## config.mk

```make
export PLATFORM = sky130hd
export DESIGN_NAME = approx_error_monitor
export DESIGN_NICKNAME = d
export VERILOG_FILES = /design/src/rtl/approx_metrics_pkg.sv /design/src/rtl/approx_error_monitor_ed_calc.sv /design/src/rtl/approx_error_monitor.sv
export SDC_FILE = /design/constraint.sdc
export NUM_CORES = 1
export LEC_CHECK = 0
export CAP_MARGIN = 20
export CORE_MARGIN = 1
export CORE_UTILIZATION = 45
export CTS_CLUSTER_SIZE = 10
export DETAILED_ROUTE_END_ITERATION = 16
export HOLD_SLACK_MARGIN = 0.1
export PLACE_DENSITY = 0.66
export RECOVER_POWER = 50
export SETUP_SLACK_MARGIN = 0.3
export SLEW_MARGIN = 20
export SYNTH_ARGS = -nofsm -noshare
export SYNTH_HDL_FRONTEND = slang
export SYNTH_SLANG_ARGS = --single-unit
```

## constraint.sdc

```tcl
create_clock -name clk -period 10.3 [get_ports clk]
set_input_delay 2.06 -clock clk [delete_from_list [all_inputs] [get_ports clk]]
set_output_delay 2.06 -clock clk [all_outputs]
set_load 0.02 [all_outputs]
```

## src/rtl/approx_metrics_pkg.sv

```systemverilog
// Shared types and helpers for the approximate-adder error monitor: FSM states,
// derived accumulator widths and a saturating adder used by the accumulators.
package approx_metrics_pkg;

  typedef enum logic [1:0] {
    IDLE  = 2'd0,
    RUN   = 2'd1,
    DRAIN = 2'd2,
    DONE  = 2'd3
  } state_e;

  // Widest accumulator the saturating adder supports (2N+CNT_W must fit).
  localparam int SAT_W = 128;

  function automatic int ed_w(input int n);
    return n + 1;
  endfunction

  function automatic int sum_w(input int n, input int cnt_w);
    return n + cnt_w;
  endfunction

  function automatic int sq_w(input int n, input int cnt_w);
    return 2 * n + cnt_w;
  endfunction

  // Returns {saturated, result}; the result clamps to all-ones at width w.
  function automatic logic [SAT_W:0] sat_add(input logic [SAT_W-1:0] a,
                                             input logic [SAT_W-1:0] b,
                                             input int w);
    logic [SAT_W:0] sum;
    logic [SAT_W:0] lim;
    sum = {1'b0, a} + {1'b0, b};
    lim = {1'b0, {SAT_W{1'b1}} >> (SAT_W - w)};
    if (sum > lim) begin
      return {1'b1, lim[SAT_W-1:0]};
    end else begin
      return {1'b0, sum[SAT_W-1:0]};
    end
  endfunction

endpackage

```

## src/rtl/approx_error_monitor_ed_calc.sv

```systemverilog
// Two-stage error-distance pipeline: S1 registers |approx-exact| and flags,
// S2 registers ED^2 and forwards ED/flags to the accumulator stage.
module ed_calc
  import approx_metrics_pkg::*;
#(
  parameter int N         = 16,
  parameter int SIGNED_ED = 0
) (
  input  logic             clk,
  input  logic             rst,
  input  logic             flush_i,
  input  logic             fire_i,
  input  logic [N-1:0]     approx_i,
  input  logic [N-1:0]     exact_i,
  output logic             valid_o,
  output logic             pending_o,
  output logic [N:0]       ed_o,
  output logic [2*N+1:0]   ed_sq_o,
  output logic             neq_o,
  output logic             zero_exact_o
);

  logic [N:0]     a_ext_s, e_ext_s, diff_s, abs_s;
  logic [2*N+1:0] sq_s;
  logic           s1_valid_q, s1_neq_q, s1_zero_q;
  logic [N:0]     s1_ed_q;
  logic           s2_valid_q, s2_neq_q, s2_zero_q;
  logic [N:0]     s2_ed_q;
  logic [2*N+1:0] s2_sq_q;

  // The N+1-bit difference always fits, so its MSB is a valid sign bit in both modes.
  assign a_ext_s = (SIGNED_ED != 0) ? {approx_i[N-1], approx_i} : {1'b0, approx_i};
  assign e_ext_s = (SIGNED_ED != 0) ? {exact_i[N-1], exact_i} : {1'b0, exact_i};
  assign diff_s  = a_ext_s - e_ext_s;
  assign abs_s   = diff_s[N] ? (~diff_s + {{N{1'b0}}, 1'b1}) : diff_s;
  assign sq_s    = {{(N+1){1'b0}}, s1_ed_q} * {{(N+1){1'b0}}, s1_ed_q};

  // S1/S2 pipeline registers; flush drops in-flight pairs on restart.
  always_ff @(posedge clk) begin
    if (rst || flush_i) begin
      s1_valid_q <= 1'b0;
      s1_ed_q    <= '0;
      s1_neq_q   <= 1'b0;
      s1_zero_q  <= 1'b0;
      s2_valid_q <= 1'b0;
      s2_ed_q    <= '0;
      s2_sq_q    <= '0;
      s2_neq_q   <= 1'b0;
      s2_zero_q  <= 1'b0;
    end else begin
      s1_valid_q <= fire_i;
      if (fire_i) begin
        s1_ed_q   <= abs_s;
        s1_neq_q  <= (approx_i != exact_i);
        s1_zero_q <= (exact_i == {N{1'b0}});
      end
      s2_valid_q <= s1_valid_q;
      s2_ed_q    <= s1_ed_q;
      s2_sq_q    <= sq_s;
      s2_neq_q   <= s1_neq_q;
      s2_zero_q  <= s1_zero_q;
    end
  end

  assign valid_o      = s2_valid_q;
  assign pending_o    = s1_valid_q | s2_valid_q;
  assign ed_o         = s2_ed_q;
  assign ed_sq_o      = s2_sq_q;
  assign neq_o        = s2_neq_q;
  assign zero_exact_o = s2_zero_q;

endmodule

```

## src/rtl/approx_error_monitor.sv

```systemverilog
// Streaming error-metric engine for approximate adders: accepts approx/exact
// pairs and accumulates ER/MED/MSE/NMED/MRED numerators for software division.
module approx_error_monitor
  import approx_metrics_pkg::*;
#(
  parameter int N         = 16,
  parameter int CNT_W     = 24,
  parameter int SIGNED_ED = 0
) (
  input  logic                   clk,
  input  logic                   rst,
  input  logic                   start,
  input  logic [CNT_W-1:0]       num_samples,
  input  logic                   in_valid,
  output logic                   in_ready,
  input  logic [N-1:0]           approx,
  input  logic [N-1:0]           exact,
  output logic                   busy,
  output logic                   done,
  output logic [CNT_W-1:0]       sample_count,
  output logic [CNT_W-1:0]       err_count,
  output logic [CNT_W-1:0]       zero_exact_count,
  output logic [N+CNT_W-1:0]     sum_ed,
  output logic [2*N+CNT_W-1:0]   sum_sq_ed,
  output logic [N:0]             max_ed,
  output logic                   overflow
);

  localparam int EW = ed_w(N);
  localparam int SW = sum_w(N, CNT_W);
  localparam int QW = sq_w(N, CNT_W);

  state_e         state_q, state_d;
  logic [CNT_W-1:0] target_q, target_d;
  logic [CNT_W-1:0] cnt_q, cnt_d, err_q, err_d, zero_q, zero_d;
  logic [SW-1:0]  sum_ed_q, sum_ed_d;
  logic [QW-1:0]  sum_sq_q, sum_sq_d;
  logic [EW-1:0]  max_ed_q, max_ed_d;
  logic           ovf_q, ovf_d;

  logic           accept_s, p_valid_s, p_pending_s, p_neq_s, p_zero_s;
  logic [EW-1:0]  p_ed_s;
  logic [2*N+1:0] p_sq_s;
  logic [SAT_W:0] ed_add_s, sq_add_s;

  assign in_ready = (state_q == RUN) && (cnt_q < target_q);
  assign accept_s = in_valid && in_ready;

  ed_calc #(.N(N), .SIGNED_ED(SIGNED_ED)) u_ed_calc (
    .clk          (clk),
    .rst          (rst),
    .flush_i      (start),
    .fire_i       (accept_s && !start),
    .approx_i     (approx),
    .exact_i      (exact),
    .valid_o      (p_valid_s),
    .pending_o    (p_pending_s),
    .ed_o         (p_ed_s),
    .ed_sq_o      (p_sq_s),
    .neq_o        (p_neq_s),
    .zero_exact_o (p_zero_s)
  );

  assign ed_add_s = sat_add(SAT_W'(sum_ed_q), SAT_W'(p_ed_s), SW);
  assign sq_add_s = sat_add(SAT_W'(sum_sq_q), SAT_W'(p_sq_s), QW);

  // Next-state, counters and S3 accumulation; start overrides everything.
  always_comb begin
    state_d  = state_q;
    target_d = target_q;
    cnt_d    = cnt_q;
    err_d    = err_q;
    zero_d   = zero_q;
    sum_ed_d = sum_ed_q;
    sum_sq_d = sum_sq_q;
    max_ed_d = max_ed_q;
    ovf_d    = ovf_q;
    if (start) begin
      state_d  = RUN;
      target_d = num_samples;
      cnt_d    = '0;
      err_d    = '0;
      zero_d   = '0;
      sum_ed_d = '0;
      sum_sq_d = '0;
      max_ed_d = '0;
      ovf_d    = 1'b0;
    end else begin
      case (state_q)
        IDLE:    state_d = IDLE;
        RUN: begin
          if ((cnt_q == target_q) ||
              (accept_s && ((cnt_q + {{(CNT_W-1){1'b0}}, 1'b1}) == target_q))) begin
            state_d = DRAIN;
          end else begin
            state_d = RUN;
          end
        end
        DRAIN:   state_d = p_pending_s ? DRAIN : DONE;
        DONE:    state_d = DONE;
        default: state_d = IDLE;
      endcase
      if (accept_s) begin
        cnt_d = cnt_q + {{(CNT_W-1){1'b0}}, 1'b1};
      end else begin
        cnt_d = cnt_q;
      end
      if (p_valid_s) begin
        err_d    = err_q + {{(CNT_W-1){1'b0}}, p_neq_s};
        zero_d   = zero_q + {{(CNT_W-1){1'b0}}, p_zero_s};
        sum_ed_d = ed_add_s[SW-1:0];
        sum_sq_d = sq_add_s[QW-1:0];
        max_ed_d = (p_ed_s > max_ed_q) ? p_ed_s : max_ed_q;
        ovf_d    = ovf_q | ed_add_s[SAT_W] | sq_add_s[SAT_W];
      end else begin
        max_ed_d = max_ed_q;
      end
    end
  end

  // State and accumulator registers.
  always_ff @(posedge clk) begin
    if (rst) begin
      state_q  <= IDLE;
      target_q <= '0;
      cnt_q    <= '0;
      err_q    <= '0;
      zero_q   <= '0;
      sum_ed_q <= '0;
      sum_sq_q <= '0;
      max_ed_q <= '0;
      ovf_q    <= 1'b0;
    end else begin
      state_q  <= state_d;
      target_q <= target_d;
      cnt_q    <= cnt_d;
      err_q    <= err_d;
      zero_q   <= zero_d;
      sum_ed_q <= sum_ed_d;
      sum_sq_q <= sum_sq_d;
      max_ed_q <= max_ed_d;
      ovf_q    <= ovf_d;
    end
  end

  assign busy             = (state_q == RUN) || (state_q == DRAIN);
  assign done             = (state_q == DONE);
  assign sample_count     = cnt_q;
  assign err_count        = err_q;
  assign zero_exact_count = zero_q;
  assign sum_ed           = sum_ed_q;
  assign sum_sq_ed        = sum_sq_q;
  assign max_ed           = max_ed_q;
  assign overflow         = ovf_q;

endmodule

```

==> results of run 1 <==
[cell usage after synthesis, types with 61 or more instances]
| master | number | share of area, % |
|---|---|---|
| ha_1 | 223 | 11 |
| nor2_1 | 242 | 3.7 |
| xnor2_1 | 84 | 3.0 |
| dfxtp_1 | 284 | 23 |
| a21oi_1 | 131 | 2.7 |
| fa_1 | 194 | 16 |
| a21o_1 | 61 | 1.9 |
| nand2_1 | 187 | 2.9 |
| xor2_1 | 96 | 3.4 |
| and2_1 | 98 | 2.5 |
| o21ai_0 | 142 | 2.9 |
| nand3_1 | 65 | 1.3 |
| clkbuf_1 | 93 | 1.4 |
| inv_1 | 376 | 5.8 |
[cells in the final DEF (no fill, tap or decap), types with 94 or more instances in the layout]
| master | instances |
|---|---|
| inv_1 | 376 |
| dfxtp_1 | 283 |
| nor2_1 | 241 |
| ha_1 | 223 |
| fa_1 | 194 |
| nand2_1 | 187 |
| dlygate4sd3_1 | 153 |
| o21ai_0 | 142 |
| a21oi_1 | 131 |
| xor2_1 | 96 |
| clkdlybuf4s50_1 | 94 |
[flip-flops by register name (all words and copies together) (netlist names)]
register                flops
state_q                     2
sum_ed                     40
sum_sq_ed                  56
u_ed_calc.zero_exact_o      1
u_ed_calc.neq_o             1
u_ed_calc.valid_o           1
u_ed_calc.s1_valid_q        1
u_ed_calc.ed_o             16
target_q                   24
err_count                  24
u_ed_calc.s1_ed_q          17
u_ed_calc.s1_neq_q          1
max_ed                     17
sample_count               24
u_ed_calc.s1_zero_q         1
overflow                    1
u_ed_calc.ed_sq_o          33
zero_exact_count           24
[layer usage]
| metal | track usage, % | vias up | wire, um |
|---|---|---|---|
| li1 | - | 10043 | - |
| met1 | 33.6 | 9949 | 31200 |
| met2 | 38.8 | 569 | 30500 |
| met3 | 2.83 | 84 | 3280 |
| met4 | 6.70 | 0 | 1440 |
| met5 | 0 | - | 0 |
[worst max-delay path, stage by stage]
cell and delay, ns:
dlygate4sd3_1 0.54, clkbuf_1 0.60, nor2_4 0.23, clkbuf_1 3.04
and2_0 0.52, nor2b_1 0.39
[how the worst max path moves through the flow]
stage | startpoint | to | cells after the start
6_report | rst | u_ed_calc.ed_sq_o[2] | 6
3_5_place_dp | u_ed_calc.s1_ed_q[4] | u_ed_calc.ed_sq_o[33] | 20
2_1_floorplan | u_ed_calc.s1_ed_q[5] | u_ed_calc.ed_sq_o[32] | 23
3_3_place_gp | u_ed_calc.s1_ed_q[4] | u_ed_calc.ed_sq_o[33] | 20
5_1_grt | rst | sum_sq_ed[33] | 6
4_1_cts | u_ed_calc.s1_ed_q[4] | u_ed_calc.ed_sq_o[33] | 20
[cell type report]
cell class                 instances  area (um^2)  area share, %
clock inverter                     4         33.8          0.119
timing repair buffer             256         2530           8.90
sequential                       284         5690           20.0
multi-input combinational       2086        16900           59.3
inverter                         376         1410           4.97
clock buffer                      49         1030           3.63
tap                              688          861           3.03
[kinds of logic after synthesis]
logic type | share of synthesized area [%]
AO/OA/AOI/OAI | 15.3
XOR/XNOR | 6.46
adder cells (fa/ha/maj) | 27.3
buffers and inverters | 7.71
flip-flops | 23.3
multiplexers | 2.31
AND/OR/NAND/NOR | 17.6
[power by group through the flow]
| stage | clock [uW] | sequential (uW) | combinational, uW |
|---|---|---|---|
| 2_1_floorplan | 0 | 1140 | 157 |
| 3_3_place_gp | 0 | 1150 | 221 |
| 3_5_place_dp | 0 | 1150 | 226 |
| 4_1_cts | 1200 | 1120 | 227 |
| 5_1_grt | 1240 | 1130 | 252 |
| 6_report | 1170 | 1130 | 227 |
[metrics by stage]
step | power, uW | std cells | utilization [%]
2_1_floorplan | 1300 | 2860 | -
3_3_place_gp | 1370 | 3690 | 51.5
3_5_place_dp | 1370 | 3690 | 51.5
4_1_cts | 2550 | 3743 | 53.6
5_1_grt | 2620 | 3743 | 53.6
6_report | 2520 | 3743 | 53.6
==> results.sh, run 1 <==
export IMPL_route_detailed_drc=0
export IMPL_p_comb_share_pct=9.0
export IMPL_synthArstFlopShare_pct=0
export IMPL_startpoint_type="primary input"
export IMPL_insertion_delay_ns=0.56
export IMPL_final_area_um2=28400
export IMPL_reg2reg_depth=20
export IMPL_clockRootBuffer="clkbuf_16"
export IMPL_p_seq_share_pct=44.6
export IMPL_final_max_slew_violation_count=124
export IMPL_grt_pass1_wl_mm=109
export IMPL_hold_depth=2
export IMPL_r2r_start="u_ed_calc.s1_ed_q[4]"
export IMPL_synth_area_per_cell_um2=8.54
export IMPL_n_antenna_cell=0
export IMPL_routedWlPerCell_um=17.7
export IMPL_worstPathRequired_ns=10.72
export IMPL_finalWirelength_mm=66.4
export IMPL_die_x_um=235
export IMPL_violations="max-capacitance violations, max-slew violations"
export IMPL_whs_ns=0.452
export IMPL_dieArea_um2=55200
export IMPL_clkTransAtPathRegs_ns=0.05
export IMPL_worst_slew_pin_slew_ns=4.31
export IMPL_clockBufferDepth=3
export IMPL_yosysSeqAreaShare_pct=23.3
export IMPL_tritoncts="yes"
export IMPL_endpoint_kind="flip-flop"
export IMPL_htree_levels=2
export IMPL_synth_flop_cell="dfxtp_1"
export IMPL_vias=20645
export IMPL_syn_cell_area_um2=24400
export IMPL_critPathArrivalTime_ns=7.43
export IMPL_drive_gt1_share_pct=3.44
export IMPL_numCtsBuffers=36
export IMPL_finalHoldViolCount=0
export IMPL_synthCells=2860
export IMPL_grt_overflow=0
export IMPL_ys_ff_latch=284
export IMPL_post_cts_buffers=0
export IMPL_power_internal_uw=1900
export IMPL_cts_sinks=284
export IMPL_drt_first_pass_iters=8
export IMPL_min_path_type="reg2reg"
export IMPL_syn2layout_area_growth_pct=16.4
export IMPL_min_period_ns=7.01
export IMPL_ioPinCount=249
export IMPL_finalSetupTns_ns=0
export IMPL_p_leak_uw=0.0134
export IMPL_path_max_fanout=94
export IMPL_grt_max_degree=95
export IMPL_drt_iter0_drc=1140
export IMPL_fmax_mhz=143
export IMPL_reg2reg_slack_ns=3.45
export IMPL_initial_core_util_pct=46.0
export IMPL_pwr_share_clk_pct=46.4
export IMPL_syn_nets=3337
export IMPL_rows=84
export IMPL_port_buffers=248
export IMPL_status="finished with violations"
export IMPL_ir_worst_vdd_uv=92.7
export IMPL_switching_share_pct=24.9
export IMPL_min_from="overflow"
export IMPL_p_switching_uw=628
export IMPL_hold_path_end="overflow"
export IMPL_cts_hold_fix_buffers=0
export IMPL_p_per_area_nw_per_um2=88.8
export IMPL_synth_edff_count=0
export IMPL_maxCapViolations=2
export IMPL_dp_slack_ns=3.46
export IMPL_die_y_um=235
export IMPL_fillers=4857
export IMPL_placed_area_um2=27400
export IMPL_rsz0062_at_grt="false"
export IMPL_slew_headroom_pct=-187
export IMPL_place_hpwl_mm=51.9
export IMPL_antenna_found_initial=2
export IMPL_worstSetupPathType="in2reg"
export IMPL_cts_resized=0
export IMPL_place_gp_congestion=0.883
export IMPL_netlist_cell_type_count=82
export IMPL_clock_skew_ns=0.0238
export IMPL_fin_ws_ns=3.29
export IMPL_rr_endpoint="u_ed_calc.ed_sq_o[33]"
export IMPL_vias_per_cell=5.52
export IMPL_final_net_count=3517
export IMPL_yosys_warnings=0
export IMPL_grt_pass1_vias=20559
export IMPL_core_um2=53100
export IMPL_antenna_left=0
export IMPL_grt_usage_pct=24.0
export IMPL_setup_viol=0
export IMPL_finalCritPeriodShare_pct=68.0
No activity file was read; power rests on OpenSTA's default activity.
==> run 2: changes to the inputs <==
==> constraint.sdc (replaced) <==
create_clock -name clk -period 6.9 [get_ports clk]
set_input_delay 1.38 -clock clk [delete_from_list [all_inputs] [get_ports clk]]
set_output_delay 1.38 -clock clk [all_outputs]
set_load 0.02 [all_outputs]
==> run 2 against run 1 <==
Effect of this change:
- the run still ends with max-capacitance violations, max-slew violations left
- sequential share of layout area down 0.091 points
- critical endpoint is now u_ed_calc.ed_sq_o[32]
- final cell count up 0.53%
- utilization up 0.28 points
- largest power group unchanged
- flip-flop and latch count unchanged
- first-iteration DRC count up 16%
- clock-buffer cell count up 1
==> results.sh, run 2 (synthesized netlist as in run 1, its figures left out) <==
export IMPL_status="finished with violations"
export IMPL_violations="max-capacitance violations, max-slew violations"
export IMPL_ir_worst_vdd_uv=133
export IMPL_grt_overflow=0
export IMPL_dieArea_um2=55200
export IMPL_worst_slew_pin_slew_ns=2.98
export IMPL_rows=84
export IMPL_finalCritPeriodShare_pct=92.3
export IMPL_p_leak_uw=0.0136
export IMPL_busiest_layer="met2"
export IMPL_slew_headroom_pct=-98.8
export IMPL_route_detailed_drc=0
export IMPL_routedWlPerCell_um=17.5
export IMPL_drt_first_pass_iters=5
export IMPL_clockRootBuffer="clkbuf_16"
export IMPL_core_um2=53100
export IMPL_htree_levels=2
export IMPL_final_max_slew_violation_count=202
export IMPL_maxCapViolations=4
export IMPL_numCtsBuffers=36
export IMPL_met1_usage_pct=32.6
export IMPL_dp_slack_ns=0.508
export IMPL_cts_sinks=284
export IMPL_min_path_type="reg2reg"
export IMPL_port_buffers=248
export IMPL_clkTransAtPathRegs_ns=0.06
export IMPL_grt_pass1_wl_mm=107
export IMPL_clockBufferDepth=3
export IMPL_initial_core_util_pct=46.0
export IMPL_finalSetupTns_ns=0
export IMPL_fmax_mhz=157
export IMPL_fin_ws_ns=0.534
export IMPL_gr_usage_met2_pct=38.3
export IMPL_startpoint_type="flip-flop"
export IMPL_n_antenna_cell=0
export IMPL_grt_usage_pct=23.6
export IMPL_vias_per_cell=5.50
export IMPL_mostFrequentLayoutCell="inv_1"
export IMPL_clock_skew_ns=0.0287
export IMPL_syn2layout_area_growth_pct=17.0
export IMPL_cts_hold_fix_buffers=0
export IMPL_layout_cells_non_filler=3763
export IMPL_path_max_fanout=10
export IMPL_insertion_delay_ns=0.55
export IMPL_p_per_area_nw_per_um2=131
export IMPL_ioPinCount=249
export IMPL_die_y_um=235
export IMPL_drive_gt1_share_pct=4.03
export IMPL_place_hpwl_mm=52.3
export IMPL_finalHoldViolCount=0
export IMPL_die_x_um=235
export IMPL_final_net_count=3536
export IMPL_rsz0062_at_grt="false"
export IMPL_post_route_util_pct=53.8
export IMPL_grt_max_degree=87
export IMPL_drt_iter0_drc=1326
export IMPL_tritoncts="yes"
export IMPL_critPathArrivalTime_ns=6.80
export IMPL_layout_common_cells="inv_1 (376), dfxtp_1 (280), nor2_1 (241)"
export IMPL_antenna_left=0
export IMPL_worstPathRequired_ns=7.33
export IMPL_place_gp_congestion=0.877
export IMPL_antenna_found_initial=0
export IMPL_largest_reg_flops=56
export IMPL_vias=20704
export IMPL_finalWirelength_mm=65.9
export IMPL_place_inst=3709
export IMPL_min_period_ns=6.37
export IMPL_grt_use_met3_pct=2.78
export IMPL_grt_pass1_vias=20715
export IMPL_setup_viol=0
export IMPL_fillers=4860
export IMPL_endpoint_kind="flip-flop"
export IMPL_worstSetupPathType="reg2reg"
-- run 2: layout make-up --
class                           instances  area [um^2]  area share, %
Inverter                              376         1410           4.94
Clock inverter                          4         35.0          0.123
Multi-Input combinational cell       2086        16900           59.0
Timing Repair Buffer                  275         2680           9.39
Tap cell                              688          861           3.01
Sequential cell                       284         5690           19.9
Clock buffer                           50         1020           3.59
-- run 2: path summary, 6_finish.rpt --
path | from | end | slack, ns | cells past startpoint
worst min register to register | overflow | overflow | 0.45 | 2
worst max-delay path | u_ed_calc.s1_ed_q[9] | u_ed_calc.ed_sq_o[32] | 0.53 | 22
worst min-delay path | overflow | overflow | 0.45 | 2
worst max register to register | u_ed_calc.s1_ed_q[9] | u_ed_calc.ed_sq_o[32] | 0.53 | 22
-- run 2: report_power, final --
part,switching (uW),internal (uW),total [uW]
clock,711,1030,1740
sequential,17.5,1650,1670
combinational,201,144,346
total,930,2830,3760
-- run 2: what timing repair did --
item                                    CTS  global route
endpoints found under the setup margin    0             8
resized for setup                         0             3
setup buffers                             0             0
-- run 2: worst max-delay path: stages, from the launching register on --
cell       delay (ns)
dfxtp_1          0.50
nand2_1          0.12
fa_1             0.62
inv_1            0.08
fa_1             0.50
inv_1            0.05
fa_1             0.47
inv_1            0.05
fa_1             0.50
fa_1             0.54
inv_1            0.05
fa_1             0.52
inv_1            0.04
ha_1             0.37
a21o_1           0.21
a21o_1           0.17
a21o_1           0.17
a21o_1           0.18
a22o_1           0.20
o2111ai_1        0.30
a21oi_1          0.14
mux2i_1          0.14
a311o_1          0.32
-- run 2: per-layer routing --
| layer | vias up | share of wire (%) |
|---|---|---|
| met1 | 9989 | 47 |
| met5 | - | 0 |
| met3 | 112 | 4.7 |
| met4 | 0 | 2.7 |
| met2 | 526 | 46 |
| li1 | 10077 | - |
-- run 2: metrics by stage --
| step | total power [uW] | instance area (um^2) | hold slack (ns) |
|---|---|---|---|
| 2_1_floorplan | 1940 | 24400 | 0.429 |
| 3_3_place_gp | 2040 | 27500 | 0.441 |
| 3_5_place_dp | 2050 | 27500 | 0.446 |
| 4_1_cts | 3800 | 28600 | 0.454 |
| 5_1_grt | 3900 | 28600 | 0.491 |
| 6_report | 3760 | 28600 | 0.449 |
